## src/rtl/imem_if.sv

```systemverilog
// Instruction-memory request/response channel: one outstanding request,
// accepted on gnt, answered later by rvalid/rdata.
interface imem_if;
  logic        req;
  logic [31:0] addr;
  logic        gnt;
  logic        rvalid;
  logic [31:0] rdata;

  modport master (output req, addr, input gnt, rvalid, rdata);
  modport slave  (input req, addr, output gnt, rvalid, rdata);
endinterface

```

## src/rtl/if_fetch_stage.sv

```systemverilog
// Instruction-fetch stage: owns the PC, fetches one instruction at a time and
// buffers it for the IF/ID register, honouring freeze and branch redirects.
module if_fetch_stage #(
  parameter logic [31:0] RESET_PC = 32'h0000_0000,
  parameter logic [31:0] PC_STEP  = 32'd4
) (
  input  logic         clk,
  input  logic         rst,
  input  logic         freeze,
  input  logic         branch_taken,
  input  logic [31:0]  branch_addr,
  imem_if.master       imem,
  output logic [31:0]  PC,
  output logic [31:0]  Instruction,
  output logic         if_valid
);

  typedef enum logic [1:0] {REQ, WAIT, DRAIN, FULL} state_t;

  state_t      state;
  logic [31:0] fetch_pc;
  logic [31:0] buf_pc;
  logic [31:0] buf_instr;

  // NOTE: sequential state uses non-blocking assignments so every register
  // samples the pre-edge values, regardless of statement order.
  always_ff @(posedge clk) begin
    if (rst) begin
      state     <= REQ;
      fetch_pc  <= RESET_PC;
      buf_pc    <= '0;
      buf_instr <= '0;
    end else begin
      case (state)
        REQ: begin
          if (branch_taken) begin
            // A request granted this cycle went out with the old address,
            // so its response must be drained before refetching.
            fetch_pc <= branch_addr;
            state    <= imem.gnt ? DRAIN : REQ;
          end else if (imem.gnt) begin
            state <= WAIT;
          end
        end

        WAIT: begin
          if (branch_taken) begin
            fetch_pc <= branch_addr;
            state    <= imem.rvalid ? REQ : DRAIN;
          end else if (imem.rvalid) begin
            buf_instr <= imem.rdata;
            buf_pc    <= fetch_pc;
            state     <= FULL;
          end
        end

        DRAIN: begin
          if (branch_taken) fetch_pc <= branch_addr;
          if (imem.rvalid)  state    <= REQ;
        end

        FULL: begin
          if (branch_taken) begin
            fetch_pc  <= branch_addr;
            buf_pc    <= '0;
            buf_instr <= '0;
            state     <= REQ;
          end else if (!freeze) begin
            fetch_pc  <= buf_pc + PC_STEP;
            buf_pc    <= '0;
            buf_instr <= '0;
            state     <= REQ;
          end
        end

        default: state <= REQ;
      endcase
    end
  end

  // NOTE: every output gets a value on every path, so no latches are inferred.
  always_comb begin
    imem.req    = (state == REQ);
    imem.addr   = fetch_pc;
    if_valid    = (state == FULL);
    PC          = (state == FULL) ? buf_pc + PC_STEP : 32'h0;
    Instruction = (state == FULL) ? buf_instr : 32'h0;
  end

endmodule

```

## src/flat_wrapper.sv

```systemverilog
// flat-port wrapper written by rule: the top's interface ports become plain ports
module if_fetch_stage_flat 
#(
  parameter logic [31:0] RESET_PC = 32'h0000_0000,
  parameter logic [31:0] PC_STEP  = 32'd4
)
  (clk, rst, freeze, branch_taken, branch_addr, PC, Instruction, if_valid, imem_req, imem_addr, imem_gnt, imem_rvalid, imem_rdata);
  imem_if imem_i ();
  input  logic clk;
  input  logic rst;
  input  logic freeze;
  input  logic branch_taken;
  input  logic [31:0] branch_addr;
  output logic [31:0] PC;
  output logic [31:0] Instruction;
  output logic if_valid;
  output wire logic [$bits(imem_i.req)-1:0] imem_req;
  output wire logic [$bits(imem_i.addr)-1:0] imem_addr;
  input wire logic [$bits(imem_i.gnt)-1:0] imem_gnt;
  input wire logic [$bits(imem_i.rvalid)-1:0] imem_rvalid;
  input wire logic [$bits(imem_i.rdata)-1:0] imem_rdata;
  assign imem_req = imem_i.req;
  assign imem_addr = imem_i.addr;
  assign imem_i.gnt = imem_gnt;
  assign imem_i.rvalid = imem_rvalid;
  assign imem_i.rdata = imem_rdata;
  if_fetch_stage #(.RESET_PC(RESET_PC), .PC_STEP(PC_STEP)) u_core (.clk(clk), .rst(rst), .freeze(freeze), .branch_taken(branch_taken), .branch_addr(branch_addr), .imem(imem_i), .PC(PC), .Instruction(Instruction), .if_valid(if_valid));
endmodule
```

## config.mk

```make
export PLATFORM = sky130hd
export DESIGN_NAME = if_fetch_stage_flat
export DESIGN_NICKNAME = d
export VERILOG_FILES = /design/src/rtl/imem_if.sv /design/src/rtl/if_fetch_stage.sv /design/src/flat_wrapper.sv
export SDC_FILE = /design/constraint.sdc
export NUM_CORES = 1
export LEC_CHECK = 0
export ABC_AREA = 1
export CAP_MARGIN = 20
export CORE_MARGIN = 2
export CORE_UTILIZATION = 25
export CTS_CLUSTER_SIZE = 40
export DETAILED_ROUTE_END_ITERATION = 10
export PLACE_DENSITY_LB_ADDON = 0.3
export SLEW_MARGIN = 25
export SYNTH_ARGS = -nofsm -noshare
export SYNTH_HDL_FRONTEND = slang
export SYNTH_SLANG_ARGS = --single-unit
export TNS_END_PERCENT = 50
```

## constraint.sdc

```tcl
create_clock -name clk -period 2 [get_ports clk]
set_input_delay 0.3 -clock clk [delete_from_list [all_inputs] [get_ports clk]]
set_output_delay 0.3 -clock clk [all_outputs]
set_load 0.02 [all_outputs]
```

-- Yosys cells after proc, flatten, opt, wreduce, memory -nomap -nowiden
Cells that the tools add are included.
Widths: inputs -> output; s select.
- $add $sub $neg: 1
- equality and inequality tests: 10
- multiplexer cells: 24
- reduce and logical (&&, ||, !) cells: 6
- operators with widths (cell ; count):
    $mux 32 ; 11
    $pmux 32 s2 ; 3
    $add 32x3->32 const B ; 1
    $mux 2 ; 9
    $pmux 2 s4 ; 1
    $reduce_and 4->1 ; 2
    $ne 2x2->1 const B ; 3
    $ne 3x3->1 const B ; 2
    $eq 2x2->1 const B ; 2
    $ne 3x2->1 const B ; 1
    $reduce_or 3->1 ; 1
    $eq 2x1->1 const B ; 1
    $logic_not 2->1 ; 1
    $ne 2x1->1 const B ; 1
    $reduce_and 2->1 ; 1
    $reduce_bool 2->1 ; 1
- bits in registers: 98
- input bits: 70
- logic and storage cells: 45

-- Logic depth before layout (Yosys ltp)
- word-level depth: 4
- depth in mapped cells: 10

-- Worst setup path after synthesis
Ideal clock, no wire load.
- path kind: reg-to-output
- start: register u_core.buf_pc[2]
- end: output port PC[20]
- data arrival time: 1.619 ns
- setup slack: 0.081 ns
- cell stages (with the launch flop): 8
- path through: dfxtp_1 ha_1 nand2_1 nor2_1 nand2_1 nor2_1 nand3_1 a21oi_1
- cells in the longest elaborated chain, start to end: 2
- ends and longest elaborated chain (element ; line ; RTL):
    start, declared ; if_fetch_stage.sv:22 ; logic [31:0] buf_pc;
    start signal, assigned ; if_fetch_stage.sv:52 ; buf_pc <= fetch_pc;
    $add 32x3->32 ; if_fetch_stage.sv:86 ; PC = (state == FULL) ? buf_pc + PC_STEP : 32'h0;
    $mux 32 ; if_fetch_stage.sv:86 ;
    end, declared ; flat_wrapper.sv:14 ; output logic [31:0] PC;
Every way passes these cells.

-- Worst setup path after layout
- start: register u_core.buf_pc[3]
- end: output port PC[28]
Same word-level chain as after synthesis.

==> out/results.tsv <==
stage	metric	value	unit
status	status	finished with violations	
status	violations	setup timing	
synth	synth_fa_ha_area_frac	0.00218	
global_route	grt_pass1_wl	29.2	mm
clock_tree	cts_htree_levels	3	
sta	finalCritPeriodShare	1.06	
synth	synth-simple-area-share	0.388	
critical_path	critPathKind	reg -> out	
clock_tree	clk_latency	0.36	ns
final_layout	layout_commonest_cell	nand2_1	
floorplanning	dieWidth	156	um
global_route	grt_pass1_vias	5555	
route	totalWireLength	18.5	mm
place	io_buffer_count	167	
critical_path	rrSetupSlack	0.31	ns
synth	synth_top_family_by_area	simple AND/OR/NAND/NOR gates	
critical_path	arrival	1.81	ns
place	hpwl	13.5	mm
hold_path	hold_end	u_core.buf_pc[3]	
synth	syn_avg_cell_area	6.81	um2
route	wl_per_cell	13.7	um
critical_path	cp.required	1.70	ns
sta	timing.final.ws_setup	-0.111	ns
synth	netlist_area	5750	um2
sta	fin_crit	2.11	ns
clock_tree	numCtsBuffers	9	
global_route	grt_max_degree	67	
clock_tree	clkSlewWorstSetupHoldPaths	0.07	ns
power_and_ir_drop	peakVddDrop	0.366	mV
clock_tree	holdBufCountCts	0	
synth	syn_nets	915	
synth	synth_compound_area_frac	0.128	
synth	synth_cell_types	30	
place	place_ws	-0.404	ns
floorplanning	die_y	156	um
sta	slew_violations	0	
power_and_ir_drop	power_density	669	nW/um2
hold_path	hold_depth	2	
synth	ys_seq_area_frac	0.341	
synth	synthMuxAreaShare	0	
critical_path	critPathCaptureType	primary output	
floorplanning	start_util	0.254	
global_route	grt_antenna_before_repair	0	
route	drt_pass1_iterations	4	
synth	yosysWarnings	0	
sta	hold-worst-slack	0.308	ns
power_and_ir_drop	total_power	5.98	mW
place	place.gp.congestion	0.868	
critical_path	ff2ff_path_depth	9	
synth	netlist_instances	844	
sta	fmax	474	MHz
route	vias_per_cell	4.35	
synth	synth_xor_area_frac	0.0122	
route	vias	5864	
sta	tns	-1.29	ns
final_layout	area_growth	55.5	%
sta	worst_clock_skew	0.00930	ns
critical_path	r2r_start	u_core.state[1]	
final_layout	drive_above_1_share	0.298	
sta	finalSetupViolCount	21	
synth	ys_ff_latch	98	
route	drt-initial-drc-count	320	
critical_path	cp_max_fo	4	
sta	rsz0062_at_grt	true	
sta	tightest_slew	0.348	ns
global_route	overflow	0	
power_and_ir_drop	p_leak	3.98	nW
clock_tree	clockBufferDepth	2	
final_layout	final_nets	1128	
floorplanning	dieArea	24200	um2
critical_path	start_kind	flop	
sta	slew_headroom	0.766	
hold_path	hp-start	rst	
route	detail-route-antenna-nets	0	
sta	hold_viol	0	
final_layout	final_cell_mix	nand2_1, inv_1, nor2_1, clkdlybuf4s50_1, buf_4	
global_route	grt_usage	0.151	
clock_tree	cts_tree	built	
clock_tree	clock-root-buffer	clkbuf_16	
route	drc	0	
floorplanning	core	22600	um2
clock_tree	clock-sinks	98	
hold_path	hold_class	in -> reg	
final_layout	diodes	0	
floorplanning	rows	55	
critical_path	regToRegEndpoint	u_core.imem.addr[17]	
floorplanning	io_pins	168	
run	max-cap-violations	0	
## where the power goes
group	switching, mW	internal (mW)
Sequential	0.179	2.23
Combinational	0.957	0.897
Clock	0.852	0.869
## worst max-delay path, stage by stage (launching register included)
cell	delay, ns
dfxtp_2	0.36
ha_4	0.15
nand2_2	0.06
nor2_4	0.13
nand2_4	0.10
nor2_4	0.12
buf_6	0.14
nand3_4	0.08
a21oi_2	0.16
buf_4	0.15
## registers in the layout, indices dropped and copies added (netlist names)
name,flops
u_core.state,2
u_core.imem.addr,32
u_core.buf_instr,32
u_core.buf_pc,32
## cells by family after synthesis
family,count (synthesis)
adders and majority gates,1
DFF,98
and+or+nand+nor,430
buffers and inverters,169
xor gates and xnor gates,8
AOI/OAI and AO/OA,138
## cell usage after synthesis, drive strengths merged
cell / n / area [um2]
o31ai: 1 / 7.51
nand2: 186 / 701
clkbuf: 18 / 67.6
buf: 28 / 210
o22ai: 4 / 25.0
or2: 2 / 12.5
dfxtp: 98 / 1960
inv: 122 / 458
ha: 1 / 12.5
o221ai: 3 / 26.3
nor3b: 60 / 751
o21bai: 5 / 37.5
nor2: 136 / 521
a21oi: 92 / 460
o21ai: 33 / 176
nand3: 39 / 200
xor2: 8 / 70.1
nor3: 1 / 5.00
nand3b: 4 / 30.0
and2: 2 / 12.5
clkinv: 1 / 3.75
## stage by stage
step           cells  instance area, um2  utilization
6_report        1347                8940        0.395
5_1_grt         1347                8940        0.395
4_1_cts         1343                8760        0.387
3_3_place_gp    1322                8150        0.360
2_1_floorplan    844                5750            -
3_5_place_dp    1322                8150        0.360
## how the worst max path moves through the flow
| stage | from | depth (start not counted) | slack (ns) | endpoint |
|---|---|---|---|---|
| after global routing | u_core.buf_pc[3] | 10 | -0.20 | PC[31] |
| final | u_core.buf_pc[3] | 9 | -0.11 | PC[28] |
| after CTS | u_core.buf_pc[2] | 9 | -0.16 | PC[28] |
| after floorplan | u_core.buf_pc[2] | 7 | 0.08 | PC[20] |
| after global placement | u_core.buf_pc[2] | 9 | -0.40 | PC[22] |
| after detailed placement | u_core.buf_pc[2] | 9 | -0.40 | PC[28] |
## area by class of cell
type,count,area [um2]
well taps,285,357
clock inverters,7,60.1
clock buffers,9,225
multi-input cells,577,3510
fillers,2323,13700
inverters,123,469
repair buffers,248,2330
flip-flops and latches,98,1990
## layer usage
metal / global-route usage / vias to the layer above / wire length [um]
met1: 0.209 / 2644 / 8970
li1: - / 3067 / -
met3: 0.0258 / 24 / 735
met2: 0.237 / 129 / 8350
met4: 0.0542 / 0 / 431
met5: 0 / - / 0
## repair_timing
| action | CTS | global route |
|---|---|---|
| setup buffers | 5 | 4 |
| endpoints found under the setup margin | 65 | 33 |
| resized for setup | 288 | 58 |
| endpoints found under the hold margin | 0 | 0 |
| pin swaps | 26 | 25 |
Power figures use the tool's default switching activity.
